### src/rtl/latch_mon_pkg.sv
// Shared definitions for the latch output monitor: report FSM encoding and
// the default counter width.
package latch_mon_pkg;

  localparam int unsigned CNT_W_DEF = 8;

  typedef enum logic {
    ST_IDLE  = 1'b0,
    ST_VALID = 1'b1
  } rpt_state_t;

endpackage

### src/rtl/sync_2ff.sv
// Multi-stage flop synchronizer for a single asynchronous bit; the output is
// the last stage of the chain.
module sync_2ff #(
  parameter int unsigned STAGES = 2
) (
  input  logic clk,
  input  logic rst_n,
  input  logic i_d,
  output logic o_q
);

  logic [STAGES-1:0] r_chain;

  always_ff @(posedge clk or negedge rst_n) begin
    if (!rst_n) begin
      r_chain <= '0;
    end else begin
      r_chain <= {r_chain[STAGES-2:0], i_d};
    end
  end

  assign o_q = r_chain[STAGES-1];

endmodule

### src/rtl/latch_output_monitor.sv
// Watches an asynchronous latch output: synchronizes it, flags and counts its
// edges with saturating counters, and offers counter snapshots over a valid/ready report.
module latch_output_monitor
  import latch_mon_pkg::*;
#(
  parameter int unsigned CNT_W       = CNT_W_DEF,
  parameter int unsigned SYNC_STAGES = 2
) (
  input  logic               clk,
  input  logic               rst_n,
  input  logic               q_in,
  input  logic               clear,
  input  logic               snap,
  input  logic               rpt_ready,
  output logic               level,
  output logic               rise_pulse,
  output logic               fall_pulse,
  output logic [CNT_W-1:0]   rise_cnt,
  output logic [CNT_W-1:0]   fall_cnt,
  output logic               rpt_valid,
  output logic [2*CNT_W-1:0] rpt_data
);

  logic               w_level;
  logic               r_prev;
  logic               w_rise;
  logic               w_fall;
  logic               r_rise_pulse;
  logic               r_fall_pulse;
  logic [CNT_W-1:0]   r_rise_cnt;
  logic [CNT_W-1:0]   r_fall_cnt;
  logic [2*CNT_W-1:0] r_rpt_data;
  rpt_state_t         r_state;
  rpt_state_t         w_state_nxt;
  logic               w_load;

  sync_2ff #(
    .STAGES(SYNC_STAGES)
  ) u_sync (
    .clk  (clk),
    .rst_n(rst_n),
    .i_d  (q_in),
    .o_q  (w_level)
  );

  assign w_rise = w_level & ~r_prev;
  assign w_fall = ~w_level & r_prev;

  always_ff @(posedge clk or negedge rst_n) begin
    if (!rst_n) begin
      r_prev       <= 1'b0;
      r_rise_pulse <= 1'b0;
      r_fall_pulse <= 1'b0;
    end else begin
      r_prev       <= w_level;
      r_rise_pulse <= w_rise;
      r_fall_pulse <= w_fall;
    end
  end

  // Counters stop at all-ones; clear overrides any increment on the same edge.
  always_ff @(posedge clk or negedge rst_n) begin
    if (!rst_n) begin
      r_rise_cnt <= '0;
      r_fall_cnt <= '0;
    end else if (clear) begin
      r_rise_cnt <= '0;
      r_fall_cnt <= '0;
    end else begin
      if (w_rise && (r_rise_cnt != '1)) r_rise_cnt <= r_rise_cnt + 1'b1;
      if (w_fall && (r_fall_cnt != '1)) r_fall_cnt <= r_fall_cnt + 1'b1;
    end
  end

  always_ff @(posedge clk or negedge rst_n) begin
    if (!rst_n) begin
      r_state <= ST_IDLE;
    end else begin
      r_state <= w_state_nxt;
    end
  end

  // The handshake edge only returns to IDLE, so a snap held through it is
  // taken on the following edge.
  always_comb begin
    w_state_nxt = r_state;
    w_load      = 1'b0;
    case (r_state)
      ST_IDLE: begin
        if (snap) begin
          w_load      = 1'b1;
          w_state_nxt = ST_VALID;
        end
      end
      ST_VALID: begin
        if (rpt_ready) w_state_nxt = ST_IDLE;
      end
      default: w_state_nxt = ST_IDLE;
    endcase
  end

  always_ff @(posedge clk or negedge rst_n) begin
    if (!rst_n) begin
      r_rpt_data <= '0;
    end else if (w_load) begin
      r_rpt_data <= {r_rise_cnt, r_fall_cnt};
    end
  end

  assign level      = w_level;
  assign rise_pulse = r_rise_pulse;
  assign fall_pulse = r_fall_pulse;
  assign rise_cnt   = r_rise_cnt;
  assign fall_cnt   = r_fall_cnt;
  assign rpt_valid  = (r_state == ST_VALID);
  assign rpt_data   = r_rpt_data;

endmodule

### config.mk
export PLATFORM = sky130hd
export DESIGN_NAME = latch_output_monitor
export DESIGN_NICKNAME = d
export VERILOG_FILES = /design/src/rtl/latch_mon_pkg.sv /design/src/rtl/sync_2ff.sv /design/src/rtl/latch_output_monitor.sv
export SDC_FILE = /design/constraint.sdc
export NUM_CORES = 1
export LEC_CHECK = 0
export ABC_AREA = 1
export CAP_MARGIN = 30
export CORE_MARGIN = 4
export CORE_UTILIZATION = 40
export CTS_CLUSTER_DIAMETER = 40
export DETAILED_ROUTE_END_ITERATION = 10
export GPL_TIMING_DRIVEN = 0
export MAX_ROUTING_LAYER = met4
export PLACE_DENSITY = 0.67
export SLEW_MARGIN = 20
export SYNTH_ARGS = -nofsm -noshare
export SYNTH_HDL_FRONTEND = slang
export SYNTH_SLANG_ARGS = --single-unit
### constraint.sdc
create_clock -name clk -period 1.97 [get_ports clk]
set_input_delay 0.197 -clock clk [delete_from_list [all_inputs] [get_ports clk]]
set_output_delay 0.197 -clock clk [all_outputs]
set_load 0.01 [all_outputs]
Word-level counts from Yosys, hierarchy flattened
Index checks and enable logic that the tools add are counted.
Cells by class
  eq/ne operators: 2
  bitwise operators: 5
  add/subtract/negate cells: 2
  muxes and demuxes: 8
  reduce and logical (&&, ||, !) cells: 4
Operator list (number)
  two-way mux 8 bit: 4
  adder 8 x 1 -> 8 bit, second input constant: 2
  inequality test 8 bit, second input constant: 2
  nonzero test 2 bit: 2
  two-way mux 1 bit: 3
  NOT 1 bit: 3
  AND 1 bit: 2
  logical AND 1 bit: 2
  case mux 1 bit (2 select lines): 1
Word-level totals
  output and inout port bits: 36
  logic and storage cells: 29
  input port bits: 6
  register bits after elaboration: 38

Longest topological paths before layout
  word-level depth: 5
  gate-level depth with buffers: 9
  mapped depth without buffers: 9

Hierarchy
Synthesis repeated with hierarchy kept, for this count alone.
Second synthesis, totals
  cells, all modules: 202
  area, all modules: 1741.7 µm²
By module, submodules not included
  latch_output_monitor: area each 1691.6 µm², cells an instance 200, instances 1, sequential area each 900.9 µm²
  sync_2ff: area each 50.0 µm², cells an instance 2, instances 1, sequential area each 50.0 µm²

Least setup slack after synthesis
OpenSTA, ideal clock, no wires.
  path kind: register to register
  start: register r_rise_cnt[0], in the netlist rise_cnt[0]
  end: register r_rise_cnt[0], in the netlist rise_cnt[0]
  clock period less this slack: 1318 ps
  cell stages (with the launch flop): 10
  arrival: 1201 ps
  setup slack: 652 ps
  cell sequence: dfrtp_1 > ha_1 > nand2_2 > nor2_4 > nand2_2 > nand2_2 > nand2_4 > clkinv_2 > nand2_1 > nand2_1
On the way
  cells in the longest elaborated chain, start to end: 3
RTL lines
  start: declaration: RTL line latch_output_monitor.sv:30  | logic [CNT_W-1:0] r_rise_cnt;
  start signal: assignment: RTL line latch_output_monitor.sv:70  | if (w_rise && (r_rise_cnt != '1)) r_rise_cnt <= r_rise_cnt + 1'b1;
  adder 8 x 1 -> 8 bit or inequality test 8 bit (tied branches): RTL line latch_output_monitor.sv:70
  two-way mux 8 bit or logical AND 1 bit (tied branches): RTL line latch_output_monitor.sv:70
  two-way mux 8 bit or nonzero test 2 bit (tied branches)
Several ways; a longest one is shown, not always the timed one. The select of a mux whose other input is x is not followed.
A chain may end at the register's enable or synchronous reset.

Worst setup path in the final report
  start: register r_fall_cnt[5], in the netlist fall_cnt[5]
  end: output fall_cnt[5]
RTL lines
  start: declaration: RTL line latch_output_monitor.sv:31  | logic [CNT_W-1:0] r_fall_cnt;
  start signal: assignment: RTL line latch_output_monitor.sv:71  | if (w_fall && (r_fall_cnt != '1)) r_fall_cnt <= r_fall_cnt + 1'b1;
  end: declaration: RTL line latch_output_monitor.sv:19  | output logic [CNT_W-1:0] fall_cnt,
No word-level cell between the ends.

==> results.sh <==
export IMPL_cts_buffers=5
export IMPL_h_tree_depth=2
export IMPL_drc_errors=0
export IMPL_slowest_delay_ns=0.59
export IMPL_required_ns=1.77
export IMPL_placed_area_mm2=0.00223
export IMPL_slew_limit_headroom_pct=71.7
export IMPL_insertion_delay_ns=0.28
export IMPL_ir_drop_mv=0.411
export IMPL_hold_violations=0
export IMPL_cts_root_buf="clkbuf_8"
export IMPL_crit_chain="clkdlybuf4s50_1"
export IMPL_post_drt_wl_per_cell_um=13.0
export IMPL_reg2reg_to="rise_cnt[1]"
export IMPL_synth_warnings=0
export IMPL_syn_inst=193
export IMPL_gp_congestion=0.763
export IMPL_ys_flop_type="dfrtp_1"
export IMPL_overflow=0
export IMPL_synth_edf_count=0
export IMPL_nNetsFinal=251
export IMPL_die_area_mm2=0.00544
export IMPL_antenna_found_initial=0
export IMPL_syn_area_per_cell_um2=8.97
export IMPL_cp_end_kind="primary output"
export IMPL_worstSetupStartpoint="fall_cnt[5]"
export IMPL_fmax_mhz=634
export IMPL_cts_buffer_depth=2
export IMPL_num_antenna_cells=0
export IMPL_power_mw=1.54
export IMPL_path_buf_inv=1
export IMPL_worst_ep_arrival_time_ns=1.38
export IMPL_critPathLaunchType="register"
export IMPL_vias=1414
export IMPL_grtUsageTotal_pct=16.5
export IMPL_fp_row_count=23
export IMPL_min_path_type="input pin to register"
export IMPL_rsz0062_at_grt="false"
export IMPL_grt_pass1_wl_um=6640
export IMPL_path_class="register to primary output"
export IMPL_dieHeight_um=73.8
export IMPL_clock_sink_count=38
export IMPL_drt_iter0_markers=46
export IMPL_seqCellArea_um2=951
export IMPL_synth_seq_area_share_pct=55.0
export IMPL_num_fill_cells=391
export IMPL_dr_pass1_iters=4
export IMPL_leakage_nw=1.08
export IMPL_yosys_cell_types_count=24
export IMPL_synthTopCellsByCount="nand2_1, dfrtp_1, inv_1"
export IMPL_yosys_area_top_type="dfrtp_1"
export IMPL_drive_above_1_share_pct=13.2
export IMPL_synth_top_area_share_pct=55.0
export IMPL_wl_um=3800
export IMPL_clk_pin_slew_ns=0.07
export IMPL_grt_max_degree=23
export IMPL_chipWidth_um=73.8
export IMPL_synthTopCellsByArea="dfrtp_1, nand2_1, nand3_1"
export IMPL_ios=42
export IMPL_reg2reg_setup_slack_ns=0.56
export IMPL_setup_violations=0
export IMPL_ant_nets=0
export IMPL_r2r_cells=9
export IMPL_multi_input_area_um2=666
export IMPL_crit_end="fall_cnt[5]"
export IMPL_syn_to_final_growth_pct=33.6
export IMPL_grt_pass1_vias=1367
export IMPL_synth_area_mm2=0.00173
export IMPL_design_area_mm2=0.00231
export IMPL_cts_setup_buffers=0
export IMPL_worst_pin_slew_ns=0.425
export IMPL_min_period_over_period_pct=80.1
export IMPL_status="finished clean"
export IMPL_finalMaxSlewViolations=0
export IMPL_port_buffers=41
export IMPL_post_drt_via_cell_ratio=4.83
export IMPL_crit_family="buffers and inverters"
export IMPL_core_mm2=0.00409
export IMPL_r2r_start="rise_cnt[0]"
export IMPL_crit_cells=1
export IMPL_skew_ns=0.00290
export IMPL_cp_slowest_cell="clkdlybuf4s50_1"
export IMPL_powerDensity_mw_per_mm2=667
export IMPL_dp_hpwl_um=2900
export IMPL_crit_fanout=7
export IMPL_initial_utilization_pct=42.3
export IMPL_finalCriticalPeriod_ns=1.58
export IMPL_cts_tree="built"
export IMPL_synth_most_common_cell="nand2_1"
export IMPL_synth_net_count=201
export IMPL_async_flop_share_pct=100
export IMPL_synth_seq_cells=38
export IMPL_cap_violations=0
## how the worst min path moves through the flow
stage | start | endpoint | cells after the start
global route | q_in | u_sync.r_chain[0] | 1
CTS | q_in | u_sync.r_chain[0] | 1
global placement | u_sync.r_chain[0] | u_sync.r_chain[1] | 0
detailed placement | rst_n | rpt_data[5] | 1
floorplan | rst_n | fall_cnt[0] | 0
finish | q_in | u_sync.r_chain[0] | 1
## flip-flops by register name, indices dropped and copies added (netlist names)
name	count
r_prev	1
rpt_data	16
rise_cnt	8
u_sync.r_chain	2
fall_pulse	1
rpt_valid	1
fall_cnt	8
rise_pulse	1
## where the power goes
group	switching [mW]	internal, mW	total [mW]
logic	0.111	0.0995	0.211
clock network	0.249	0.243	0.492
registers	0.0251	0.814	0.839
total	0.385	1.16	1.54
## cell families after synthesis
group           count (synthesis)  share of synthesized area, %
compound gates                 25                          7.23
xor+xnor                        2                          1.01
fa+ha+maj                       2                          1.45
buf+inv                        29                          6.58
flops                          38                          55.0
mux                             5                          3.18
simple gates                   92                          25.6
## metal layers
metal	wire, um	GRT usage [%]
met1	1770	21.0
met2	1740	25.3
met3	220	4.65
met4	61	5.43
met5	0	-
## cells in the final DEF (no fill, tap or decap), types with 3 or more instances in the layout
| master | synthesis | final |
|---|---|---|
| nand2_1 | 47 | 47 |
| clkdlybuf4s50_1 | 0 | 40 |
| dfrtp_1 | 38 | 38 |
| inv_1 | 16 | 16 |
| nand3_1 | 14 | 14 |
| o21ai_0 | 13 | 13 |
| nor2_1 | 12 | 12 |
| o21ai_1 | 7 | 7 |
| inv_2 | 6 | 6 |
| nand2_2 | 5 | 5 |
| a21oi_1 | 5 | 5 |
| clkbuf_8 | 0 | 5 |
| buf_2 | 3 | 4 |
| nand2_4 | 4 | 4 |
| mux2_1 | 4 | 4 |
| nor2_2 | 3 | 3 |
| clkbuf_1 | 1 | 3 |
| nand4_1 | 3 | 3 |
## timing repair
item | 4_1_cts | 5_1_grt
resized for setup | 0 | 0
setup endpoints to repair | 0 | 0
endpoints found under the hold margin | 16 | 0
hold buffers | 1 | 0
## layout make-up
type / instances / share of cell area [%]
Tap cell: 50 / 2.71
Inverter: 25 / 4.11
Clock buffer: 7 / 3.30
Multi-Input combinational cell: 126 / 28.8
Buffer: 4 / 0.812
Sequential cell: 38 / 41.1
Timing Repair Buffer: 43 / 19.2
## metrics by stage
stage               hold WS [ns]  worst slack [ns]  utilization [%]  instances  setup TNS (ns)
floorplan                -0.0986             0.652                -        193               0
global placement           0.333            -0.205             53.9        284           -7.73
detailed placement         0.157             0.490             54.5        285               0
CTS                        0.342             0.384             56.6        293               0
global route               0.349             0.347             56.6        293               0
finish                     0.352             0.392             56.6        293               0
No activity file was read; power rests on OpenSTA's default activity.
